$ cat src/rtl/uncached_store_buffer.sv
// uncached_store_buffer: posted in-order buffer for uncached stores, drained as single-beat AXI3 writes.
// Define UNCACHED_STORE_MERGE_EN to merge full-word stores into the not-yet-issued tail entry.
module uncached_store_buffer #(
    parameter int unsigned DEPTH  = 4,
    parameter logic [3:0]  AXI_ID = 4'd1
) (
    input  logic        aclk,
    input  logic        aresetn,
    input  logic        st_valid,
    output logic        st_ready,
    input  logic [31:0] st_addr,
    input  logic [31:0] st_data,
    input  logic [3:0]  st_strb,
    input  logic [2:0]  st_size,
    input  logic [31:0] chk_addr,
    output logic        chk_hit,
    output logic        empty,
    output logic [3:0]  awid,
    output logic [31:0] awaddr,
    output logic [3:0]  awlen,
    output logic [2:0]  awsize,
    output logic [1:0]  awburst,
    output logic [1:0]  awlock,
    output logic [3:0]  awcache,
    output logic [2:0]  awprot,
    output logic        awvalid,
    input  logic        awready,
    output logic [3:0]  wid,
    output logic [31:0] wdata,
    output logic [3:0]  wstrb,
    output logic        wlast,
    output logic        wvalid,
    input  logic        wready,
    input  logic [3:0]  bid,
    input  logic [1:0]  bresp,
    input  logic        bvalid,
    output logic        bready
);
    localparam int AW = $clog2(DEPTH);
    localparam logic [AW:0] FULL = (AW+1)'(DEPTH);

    typedef enum logic [1:0] {IDLE, SEND, RESP} state_t;

    state_t      state_q;
    logic [31:0] addr_q [DEPTH];
    logic [31:0] data_q [DEPTH];
    logic [3:0]  strb_q [DEPTH];
    logic [2:0]  size_q [DEPTH];
    logic [AW-1:0] head_q, tail_q, last;
    logic [AW:0]   count_q;
    logic        awvalid_q, wvalid_q, bready_q;
    logic [31:0] awaddr_q, wdata_q;
    logic [2:0]  awsize_q;
    logic [3:0]  wstrb_q;
    logic        push, pop, merge_ok, merge;
    logic        unused;

    assign last = tail_q - 1'b1;
    assign pop  = state_q == RESP && bvalid;
`ifdef UNCACHED_STORE_MERGE_EN
    // count > 1 guarantees the tail is not the head the drain FSM has loaded
    assign merge_ok = |count_q[AW:1] && st_size == 3'd2 && addr_q[last][31:2] == st_addr[31:2];
`else
    assign merge_ok = 1'b0;
`endif
    assign merge    = st_valid && merge_ok;
    assign st_ready = count_q != FULL || merge_ok;
    assign push     = st_valid && st_ready && !merge;
    assign empty    = count_q == '0 && state_q == IDLE;

    assign awid    = AXI_ID;
    assign wid     = AXI_ID;
    assign awlen   = 4'd0;
    assign awburst = 2'b01;
    assign awlock  = 2'b00;
    assign awcache = 4'd0;
    assign awprot  = 3'd0;
    assign wlast   = 1'b1;
    assign awvalid = awvalid_q;
    assign wvalid  = wvalid_q;
    assign bready  = bready_q;
    assign awaddr  = awaddr_q;
    assign awsize  = awsize_q;
    assign wdata   = wdata_q;
    assign wstrb   = wstrb_q;
    assign unused  = ^{bid, bresp, chk_addr[1:0]};

    always_comb begin
        chk_hit = 1'b0;
        for (int i = 0; i < DEPTH; i++)
            if ({1'b0, AW'(i) - head_q} < count_q && addr_q[i][31:2] == chk_addr[31:2])
                chk_hit = 1'b1;
    end

    always_ff @(posedge aclk) begin
        if (push) begin
            addr_q[tail_q] <= st_addr;
            data_q[tail_q] <= st_data;
            strb_q[tail_q] <= st_strb;
            size_q[tail_q] <= st_size;
        end else if (merge) begin
            for (int b = 0; b < 4; b++)
                if (st_strb[b]) data_q[last][8*b +: 8] <= st_data[8*b +: 8];
            strb_q[last] <= strb_q[last] | st_strb;
            size_q[last] <= 3'd2;
        end
    end

    always_ff @(posedge aclk or negedge aresetn) begin
        if (!aresetn) begin
            head_q  <= '0;
            tail_q  <= '0;
            count_q <= '0;
        end else begin
            if (push) tail_q <= tail_q + 1'b1;
            if (pop) head_q <= head_q + 1'b1;
            count_q <= count_q + {{AW{1'b0}}, push} - {{AW{1'b0}}, pop};
        end
    end

    always_ff @(posedge aclk or negedge aresetn) begin
        if (!aresetn) begin
            state_q   <= IDLE;
            awvalid_q <= 1'b0;
            wvalid_q  <= 1'b0;
            bready_q  <= 1'b0;
            awaddr_q  <= '0;
            awsize_q  <= '0;
            wdata_q   <= '0;
            wstrb_q   <= '0;
        end else begin
            case (state_q)
                IDLE: if (count_q != '0) begin
                    awaddr_q  <= addr_q[head_q];
                    awsize_q  <= size_q[head_q];
                    wdata_q   <= data_q[head_q];
                    wstrb_q   <= strb_q[head_q];
                    awvalid_q <= 1'b1;
                    wvalid_q  <= 1'b1;
                    state_q   <= SEND;
                end
                SEND: begin
                    awvalid_q <= awvalid_q && !awready;
                    wvalid_q  <= wvalid_q && !wready;
                    if ((!awvalid_q || awready) && (!wvalid_q || wready)) begin
                        bready_q <= 1'b1;
                        state_q  <= RESP;
                    end
                end
                RESP: if (bvalid) begin
                    bready_q <= 1'b0;
                    state_q  <= IDLE;
                end
                default: state_q <= IDLE;
            endcase
        end
    end
endmodule
$ cat config.mk
export PLATFORM = sky130hd
export DESIGN_NAME = uncached_store_buffer
export DESIGN_NICKNAME = d
export VERILOG_FILES = /design/src/rtl/uncached_store_buffer.sv
export SDC_FILE = /design/constraint.sdc
export NUM_CORES = 1
export LEC_CHECK = 0
export CAP_MARGIN = 20
export CORE_MARGIN = 3
export CORE_UTILIZATION = 40
export DETAILED_ROUTE_END_ITERATION = 7
export GPL_TIMING_DRIVEN = 0
export PLACE_DENSITY = 0.69
export SYNTH_ARGS = -nofsm -noshare
export SYNTH_HDL_FRONTEND = slang
export SYNTH_SLANG_ARGS = --single-unit
$ cat constraint.sdc
create_clock -name aclk -period 2.8 [get_ports aclk]
set_clock_uncertainty 0.05 [all_clocks]
set_input_delay 0.56 -clock aclk [delete_from_list [all_inputs] [get_ports aclk]]
set_output_delay 0.56 -clock aclk [all_outputs]
set_load 0.02 [all_outputs]
# ---- Yosys cells after proc, flatten, opt, wreduce, memory -nomap -nowiden
# Memories as Yosys holds them, arrays and structs flattened. A register that Yosys moved wholly into a read port is not among the register bits.
# Cells that the tools add are included.
dict set report op_classes {
  n_addsub 8
  n_eq_ne 10
  magnitude_cmp 4
  reduce_logical 29
  mux 16
}
# cell n
set op_table {}
lappend op_table {{$eq 30x30->1} 4}
lappend op_table {{$lt 2x3->1} 4}
lappend op_table {{$logic_and 1x1->1} 10}
lappend op_table {{$mux 1} 9}
lappend op_table {{$logic_not 1->1} 8}
lappend op_table {{$mux 2} 3}
lappend op_table {{$pmux 1 s2} 3}
lappend op_table {{$pmux 2 s3} 1}
lappend op_table {{$reduce_and 3->1} 2}
lappend op_table {{$add 2x1->2 const B} 2}
lappend op_table {{$ne 2x2->1 const B} 2}
lappend op_table {{$reduce_and 2->1} 2}
lappend op_table {{$reduce_bool 2->1} 2}
lappend op_table {{$sub 1x2->2 const A} 2}
lappend op_table {{$sub 2x2->2 const A} 2}
lappend op_table {{$add 3x1->3} 1}
lappend op_table {{$logic_not 3->1} 1}
lappend op_table {{$ne 3x3->1 const B} 1}
lappend op_table {{$reduce_bool 3->1} 1}
lappend op_table {{$sub 3x1->3} 1}
lappend op_table {{$eq 2x1->1 const B} 1}
lappend op_table {{$eq 2x2->1 const B} 1}
lappend op_table {{$logic_not 2->1} 1}
lappend op_table {{$logic_or 1x1->1} 2}
lappend op_table {{$ne 2x1->1 const B} 1}
dict set report totals {
  elab_cells 78
  inputBits 115
  ram_bits 284
  out_inout_bits 101
  memories 4
  register_bits 12
}
# name words width rd rd_clocked_by_memory_dff write_ports line
set memory_table {}
lappend memory_table {addr_q 4 32 5 1 1 45} ;# logic [31:0] addr_q [DEPTH];
lappend memory_table {data_q 4 32 1 1 1 46} ;# logic [31:0] data_q [DEPTH];
lappend memory_table {strb_q 4 4 1 1 1 47} ;# logic [3:0] strb_q [DEPTH];
lappend memory_table {size_q 4 3 1 1 1 48} ;# logic [2:0] size_q [DEPTH];

# ---- Depth between registers and ports, before layout
# Gate-level depths: netlist of run 1.
dict set report depth {
  word_depth 7
  mapped_depth 11
  depth_no_buf 11
}

# ---- Least setup slack after synthesis of run 1
# No wires, ideal clock.
dict set report synth_path {
  path_kind {flip-flop to flip-flop}
  from {register count_q[1]}
  to {memory addr_q[0][0], enable pin}
  arrival_time_ps 2460
  period_less_slack_ps 2947
  setup_time_ps 437
  stages_incl_launch_ff 4
  slack_ps -147
  path_buffers 0
  t_required_ps 2313
  path_cell_list {dfrtp_1 > nor2_1 > nand2_1 > and3_1}
}
dict set report synth_via {
  elab_chain_len 4
}
# item line
set synth_rtl {}
lappend synth_rtl {{from (decl)} 50} ;# logic [AW:0] count_q;
lappend synth_rtl {{from (signal assigned)} 117} ;# count_q <= count_q + {{AW{1'b0}}, push} - {{AW{1'b0}}, pop};
lappend synth_rtl {{$ne 3x3->1} 67} ;# assign st_ready = count_q != FULL || merge_ok;
lappend synth_rtl {{net st_ready} 10} ;# output logic st_ready,
lappend synth_rtl {{$logic_and 1x1->1} 68} ;# assign push = st_valid && st_ready && !merge;
lappend synth_rtl {{$mux 1} 96} ;# if (push) begin
lappend synth_rtl {{$mux 1 (implied by the code)} 97} ;# addr_q[tail_q] <= st_addr;
lappend synth_rtl {{to (decl)} 45}
# The timed path passes the listed nets, and every way through them passes these cells.

# ---- Final worst setup path of run 1
dict set report layout_path {
  from {input port chk_addr[19]}
  to {output port chk_hit}
}
dict set report layout_via {
  elab_chain_len 6
  word_cells_on_any_way 12
  cone_classes {eq/ne: 4; mux: 4; reduce/logical: 4}
}
# item line
set layout_rtl {}
lappend layout_rtl {{from (decl)} 15} ;# input logic [31:0] chk_addr,
lappend layout_rtl {{$eq 30x30->1} 91} ;# if ({1'b0, AW'(i) - head_q} < count_q && addr_q[i][31:2] == chk_addr[31:2])
lappend layout_rtl {{$logic_and 1x1->1} 91}
lappend layout_rtl {{$mux 1 (3 in series)} 91}
lappend layout_rtl {{$mux 1 *} 91}
lappend layout_rtl {{to (decl)} 16} ;# output logic chk_hit,
# Mark *: on every way between the ends. The rest lies on a longest branch, timed or not.

==> metrics, run 1 <==
status=finished, violations left; failing checks=negative setup slack; Clk Latency, worst-skew pair=around 0.54 ns; Worst EP arrival=between 2 and 3 ns; pin count of the biggest net entering global routing=49; Final Power=0.0208 W; Layout fillers=3074; Worst VDD drop=a little over 0.0006 V; total number of vias=around 7900; layout cells sized above 1=25.2%; Switching Fraction=30.9%; fmax=between 300 and 400 MHz; Die H=approximately 200 um; Finished Layout Cells=~1600; Synth top area share=between 50% and 60%; detailed-route wire length per cell=22.9 um; Tmin final=~3.3 ns; root buffer cell=clkbuf_16; sequential power share=between 30% and 40%; Power Dens Cells=1080 nW/um^2; Syn. warnings=0; initial DRC count=528; Crit Path Class=in2out; site row count=70; CP max stage cell=or4_1; CP startpoint kind=input port; Slew Viols, Final=0; Placed Cells=1500; Post-Syn Instances=around 790; maxcap violations=0; largest cells by area after synthesis=edfxtp_1 (56%), dfrtp_1 (14%), mux4_2 (11%); final RePlAce weighted congestion=0.886; Pre-antenna DRT Iters=5; clk slew on worst S/H paths=approximately 0.05 ns; footprint of the multi-input gates=about 4300 sq um; initial antenna violation count=10; PortBufs=around 180; # IOs=around 220; DRC=0; cell class contributing the biggest share of worst-path delay=simple AND/OR/NAND/NOR gates; Layout area overhead=27.3%; CP Cell Sequence=clkdlybuf4s50_1, xor2_1, nor4_1, nand4_1, or4_1, nand4_1, buf_4; setup TNS=-0.478 ns; Total Routing Usage GR=18.1%; total wire length=around 36000 um; vias in the first global route=just over 8000; Yosys reg bits=367; # H-tree levels=2; distinct cell type count after synthesis=32; Antenna Nets Post-Route=0; Seq/Total Area, Yosys=between 70% and 80%; Critical Path Start=chk_addr[19]; depth of the worst register-to-register path=12; cell accounting for the most synthesized area=edfxtp_1; FF-to-FF setup slack=0.31 ns; P_leak=approximately 6.7 nW; Worst Tran Pin Value=between 0.7 and 0.8 ns; Worst path depth=7; grt ovf=0; CP endpoint kind=output pin; first-pass GRT wire length=about 54000 um; CTS tree=yes; unrepaired setup endpoints after global routing=true; Clk pwr share=approximately 25%; Critical path buffers and inverters=2; Final WS setup=-0.478 ns; Max FO, Critical Path=4; DR vias/cell=roughly 5; Setup Viol. Count Final=1; most used cell, CP=nand4_1; post-DP HPWL=roughly 25000 um; Int Pwr=between 0.01 and 0.015 W; Final Hold Fails=0; Core ar.=37000 sq um; Initial Util=between 40% and 50%; # nets final=about 1200; worst r2r src=count_q[1]; CP required=between 2 and 2.5 ns; CTS Buffer Depth=3; CP peak stage delay=about 0.55 ns; final cycle utilization of the critical path=117%; worst slack at placement=-1.33 ns; CTS buffer count=39; NetSw=roughly 0.0064 W; Worst setup endpoint=chk_hit; Die Wd=200 um; syn avg cell area=19.0 sq um; FF+latch area=about 11000 sq um; area of the die=between 40000 and 50000 sq um; clock sink count=about 370; Comb pwr share=a little over a third; max_slew headroom=approximately 47%; R2R Path End=count_q[2]; Syn Std Cell Area=roughly 15000 sq um; Hold Path Class=reg2reg
through the flow:
step | utilization [%] | area, sq um | hold slack [ns]
6_report | 52.1 | 19200 | 0.450
5_1_grt | 52.0 | 19200 | 0.472
4_1_cts | 51.9 | 19200 | 0.455
3_5_place_dp | 48.0 | 17700 | 0.441
3_3_place_gp | 47.6 | 17600 | 0.437
2_1_floorplan | - | 15200 | 0.214
sequential cells by signal (all words and copies together), names as in the netlist:
register / cells
head_q: 2
awsize: 3
tail_q: 2
wdata: 32
wstrb: 4
size_q: 12
strb_q: 16
awvalid: 1
wvalid: 1
data_q: 128
awaddr: 32
addr_q: 128
count_q: 3
state_q: 2
bready: 1
metal layers:
layer  GRT usage (%)  share of wire [%]  vias to the layer above
li1                -                  -                     3535
met4            4.99                2.0                       10
met2            29.4                 49                      273
met3            6.18                8.0                       63
met5               0               0.18                        -
met1            23.3                 41                     4050
worst min-delay path by stage:
stage | from | end | slack, ns | depth (start not counted)
2_1_floorplan | aresetn | awaddr[0] | 0.21 | 0
3_3_place_gp | wdata[15] | wdata[15] | 0.44 | 1
3_5_place_dp | bready | bready | 0.44 | 2
4_1_cts | bready | bready | 0.45 | 2
5_1_grt | wdata[1] | wdata[1] | 0.47 | 1
6_report | bready | bready | 0.45 | 2
final cells by class:
class | instances | area share (%)
inverter | 14 | 0.273
buffer | 55 | 1.92
timing repair buffer | 186 | 10.0
clock buffer | 61 | 6.09
antenna | 7 | 0.0910
multi-input combinational | 379 | 22.4
tap | 504 | 3.28
clock inverter | 10 | 0.774
sequential | 367 | 55.1
Yosys cell counts:
cell type,instances
edfxtp_1,284
nor3_1,1
o21ai_0,3
conb_1,2
buf_6,3
nand4_1,19
mux2_2,71
a21oi_1,4
a2111oi_0,4
and3_1,4
mux4_2,71
nor4_1,14
a22oi_1,2
inv_2,1
or4_1,2
nand2_1,13
and2_1,1
buf_1,1
xor2_1,65
nor2b_1,1
ha_1,10
nor2_1,4
o22ai_1,1
a2111o_1,2
xnor2_1,61
dfrtp_1,83
inv_1,13
buf_4,27
buf_2,14
nand2b_1,1
fa_1,1
clkbuf_1,11
cell usage in the layout (no fill, tap or decap), types with 19 or more instances in the layout:
| cell | n |
|---|---|
| buf_4 | 33 |
| clkbuf_1 | 23 |
| clkbuf_16 | 41 |
| clkdlybuf4s50_1 | 169 |
| conb_1 | 24 |
| dfrtp_1 | 82 |
| edfxtp_1 | 284 |
| mux2_2 | 71 |
| mux4_2 | 71 |
| nand4_1 | 19 |
| xnor2_1 | 61 |
| xor2_1 | 64 |
power groups by stage:
stage	Combinational, W	Sequential [W]	Clock [W]
floorplan	0.00382	0.00875	0
global placement	0.00711	0.00823	0
detailed placement	0.00733	0.00822	0
CTS	0.00755	0.00812	0.00543
global route	0.00799	0.00826	0.00568
finish	0.00743	0.00811	0.00528
worst reg2reg max path, cell delays in order, from the launching register on:
cell,delay (ns)
dfrtp_2,0.41
buf_4,0.15
nor2_1,0.13
nand2_1,0.17
and2_1,0.26
inv_1,0.07
ha_1,0.22
inv_1,0.05
ha_1,0.13
inv_1,0.05
fa_1,0.41
xnor2_1,0.15
xnor2_1,0.13
repair_timing:
action | CTS | global route
pin swaps | 8 | 2
setup endpoints to repair | 1 | 1
gates resized for setup | 33 | 3
endpoints found under the hold margin | 36 | 0
buffers inserted | 5 | 0
hold buffers | 1 | 0
cell families after synthesis:
kind of cell               after synthesis  synth area share (%)
adders and majority gates               11                 0.960
and+or+nand+nor                         60                  2.21
AOI/OAI and AO/OA                       16                 0.753
DFF                                    367                  70.2
muxes                                  142                  15.9
buffers and inverters                   70                  2.67
xor gates and xnor gates               126                  7.30
other                                    2                0.0497
Power figures use the tool's default switching activity.
==> inputs of run 2 (changes only) <==
--- a/config.mk
+++ b/config.mk
@@ -11,6 +11,7 @@
 export DETAILED_ROUTE_END_ITERATION = 7
 export GPL_TIMING_DRIVEN = 0
 export PLACE_DENSITY = 0.69
+export SLEW_MARGIN = 20
 export SYNTH_ARGS = -nofsm -noshare
 export SYNTH_HDL_FRONTEND = slang
 export SYNTH_SLANG_ARGS = --single-unit
==> run 2 against run 1 <==
Against the previous run: the flow still finishes with violations (negative setup slack); routed wire length about the same; worst setup slack worse by 0.057 ns; combinational power about the same; count of clock-buffer cells in the layout down 5; sequential share of layout area up 0.23 points; sequential power about the same; critical path type is now reg2out; largest power group unchanged; highest routed layer unchanged.
==> metrics, run 2 (same netlist as run 1, synthesis figures left out) <==
status=finished, violations left; failing checks=negative setup slack; Placed Cells=approximately 1500; # nets final=around 1200; setup TNS=-0.535 ns; worst r2r src=count_q[1]; Hold Path Class=in2async; Tmin final=roughly 3.3 ns; Setup Viol. Count Final=1; final cycle utilization of the critical path=119%; commonest cells after routing, fill and taps aside=edfxtp_1 (284), clkdlybuf4s50_1 (170), dfrtp_1 (82), mux4_2 (71), mux2_2 (71); # H-tree levels=2; detailed-route wire length per cell=about 23 um; worst slack at placement=-1.36 ns; final RePlAce weighted congestion=approximately 0.9; Die Wd=around 200 um; Power Dens Cells=around 1100 nW/um^2; Slew Viols, Final=0; CTS Buffer Depth=3; total wire length=about 36000 um; vias in the first global route=8336; GR met2 Demand/Resource=between 20% and 30%; gr busiest metal=met2; max_slew headroom=47.5%; post-DP HPWL=roughly 25000 um; Total Routing Usage GR=between 10% and 20%; Layout area overhead=26.8%; P_leak=6.70 nW; CP endpoint kind=output pin; Antenna Nets Post-Route=0; PortBufs=approximately 180; Max FO, Critical Path=4; Crit Path Class=reg2out; Clk Latency, worst-skew pair=0.54 ns; FF-to-FF setup slack=~0.33 ns; Worst Tran Pin Value=about 0.79 ns; Critical Path Start=head_q[1]; grt ovf=0; Final WS setup=-0.535 ns; pin count of the biggest net entering global routing=48; Initial Util=roughly 41%; DR vias/cell=5.01; # IOs=~220; Finished Layout Cells=1582; fin area=19200 sq um; maxcap violations=0; initial antenna violation count=10; DRC=0; most common cell after layout, fill and taps aside=edfxtp_1; Layout fillers=roughly 3100; Core ar.=between 30000 and 40000 sq um; CTS buffer count=40; clock sink count=367; CP startpoint kind=flop; met1 Usage GRT=a little under a quarter; unrepaired setup endpoints after global routing=true; Pre-antenna DRT Iters=5; total number of vias=7932; layout cells sized above 1=approximately 25%; initial DRC count=452; first-pass GRT wire length=between 50000 and 60000 um; Worst EP arrival=~2.7 ns; fmax=about 300 MHz; area of the die=about 40000 sq um; root buffer cell=clkbuf_16; Die H=about 200 um; placed instance area=approximately 18000 sq um; Final Hold Fails=0; depth of the worst register-to-register path=12; CTS tree=yes; clk slew on worst S/H paths=0.06 ns; top flop regs=addr_q x128, data_q x128; Worst VDD drop=about 0.00060 V; CP required=~2.2 ns; site row count=70; met3 GRT Util=5.31%
run 2: where the power goes:
part | internal [W] | leakage [nW] | switching, W
sequential | 0.00746 | 3.57 | 0.000645
combinational | 0.00368 | 2.51 | 0.00372
clock | 0.00304 | 0.625 | 0.00204
run 2: per-layer routing:
layer / part of all wire (%) / vias up
met5: 0.34 / -
met4: 2.6 / 18
met3: 7.8 / 75
met2: 48 / 263
met1: 41 / 4029
li1: - / 3547
run 2: worst max-delay path, cell delays in order (launching register included):
cell and delay (ns):
dfrtp_1 0.36, clkbuf_8 0.15, inv_1 0.04, ha_1 0.29, inv_1 0.07, a2111oi_4 0.27
nand4_1 0.19, or4_1 0.45, nand4_1 0.19, buf_4 0.18
run 2: path summary, 6_finish.rpt:
| kind | end |
|---|---|
| worst max-delay path | chk_hit |
| worst min-delay path | wstrb[3] |
| worst max register to register | count_q[2] |
| worst min register to register | bready |
| max in group asynchronous | wdata[2] |
| min in group aclk | bready |
run 2: final cells by class:
cell class | instances | area [sq um] | share of cell area, %
diodes | 3 | 7.51 | 0.0392
plain buffers | 55 | 369 | 1.93
clock buffers | 56 | 1110 | 5.81
clock inverters | 16 | 150 | 0.784
inverters | 14 | 52.6 | 0.274
multi-input cells | 379 | 4290 | 22.4
flip-flops and latches | 367 | 10600 | 55.4
well taps | 504 | 631 | 3.29
repair buffers | 188 | 1940 | 10.1
run 2: repair_timing:
| item | 4_1_cts | 5_1_grt |
|---|---|---|
| hold buffers | 1 | 0 |
| hold endpoints to repair | 36 | 0 |
| setup buffers | 6 | 0 |
| pin swaps | 7 | 2 |
| endpoints found under the setup margin | 1 | 1 |
| gates resized for setup | 29 | 1 |
run 2: per-stage QoR:
| stage | util (%) | total power [W] | hold slack, ns |
|---|---|---|---|
| 6_report | 51.8 | 0.0206 | 0.445 |
| 5_1_grt | 51.8 | 0.0217 | 0.460 |
| 4_1_cts | 51.8 | 0.0209 | 0.446 |
| 3_5_place_dp | 48.0 | 0.0156 | 0.438 |
| 3_3_place_gp | 47.6 | 0.0153 | 0.437 |
| 2_1_floorplan | - | 0.0126 | 0.214 |
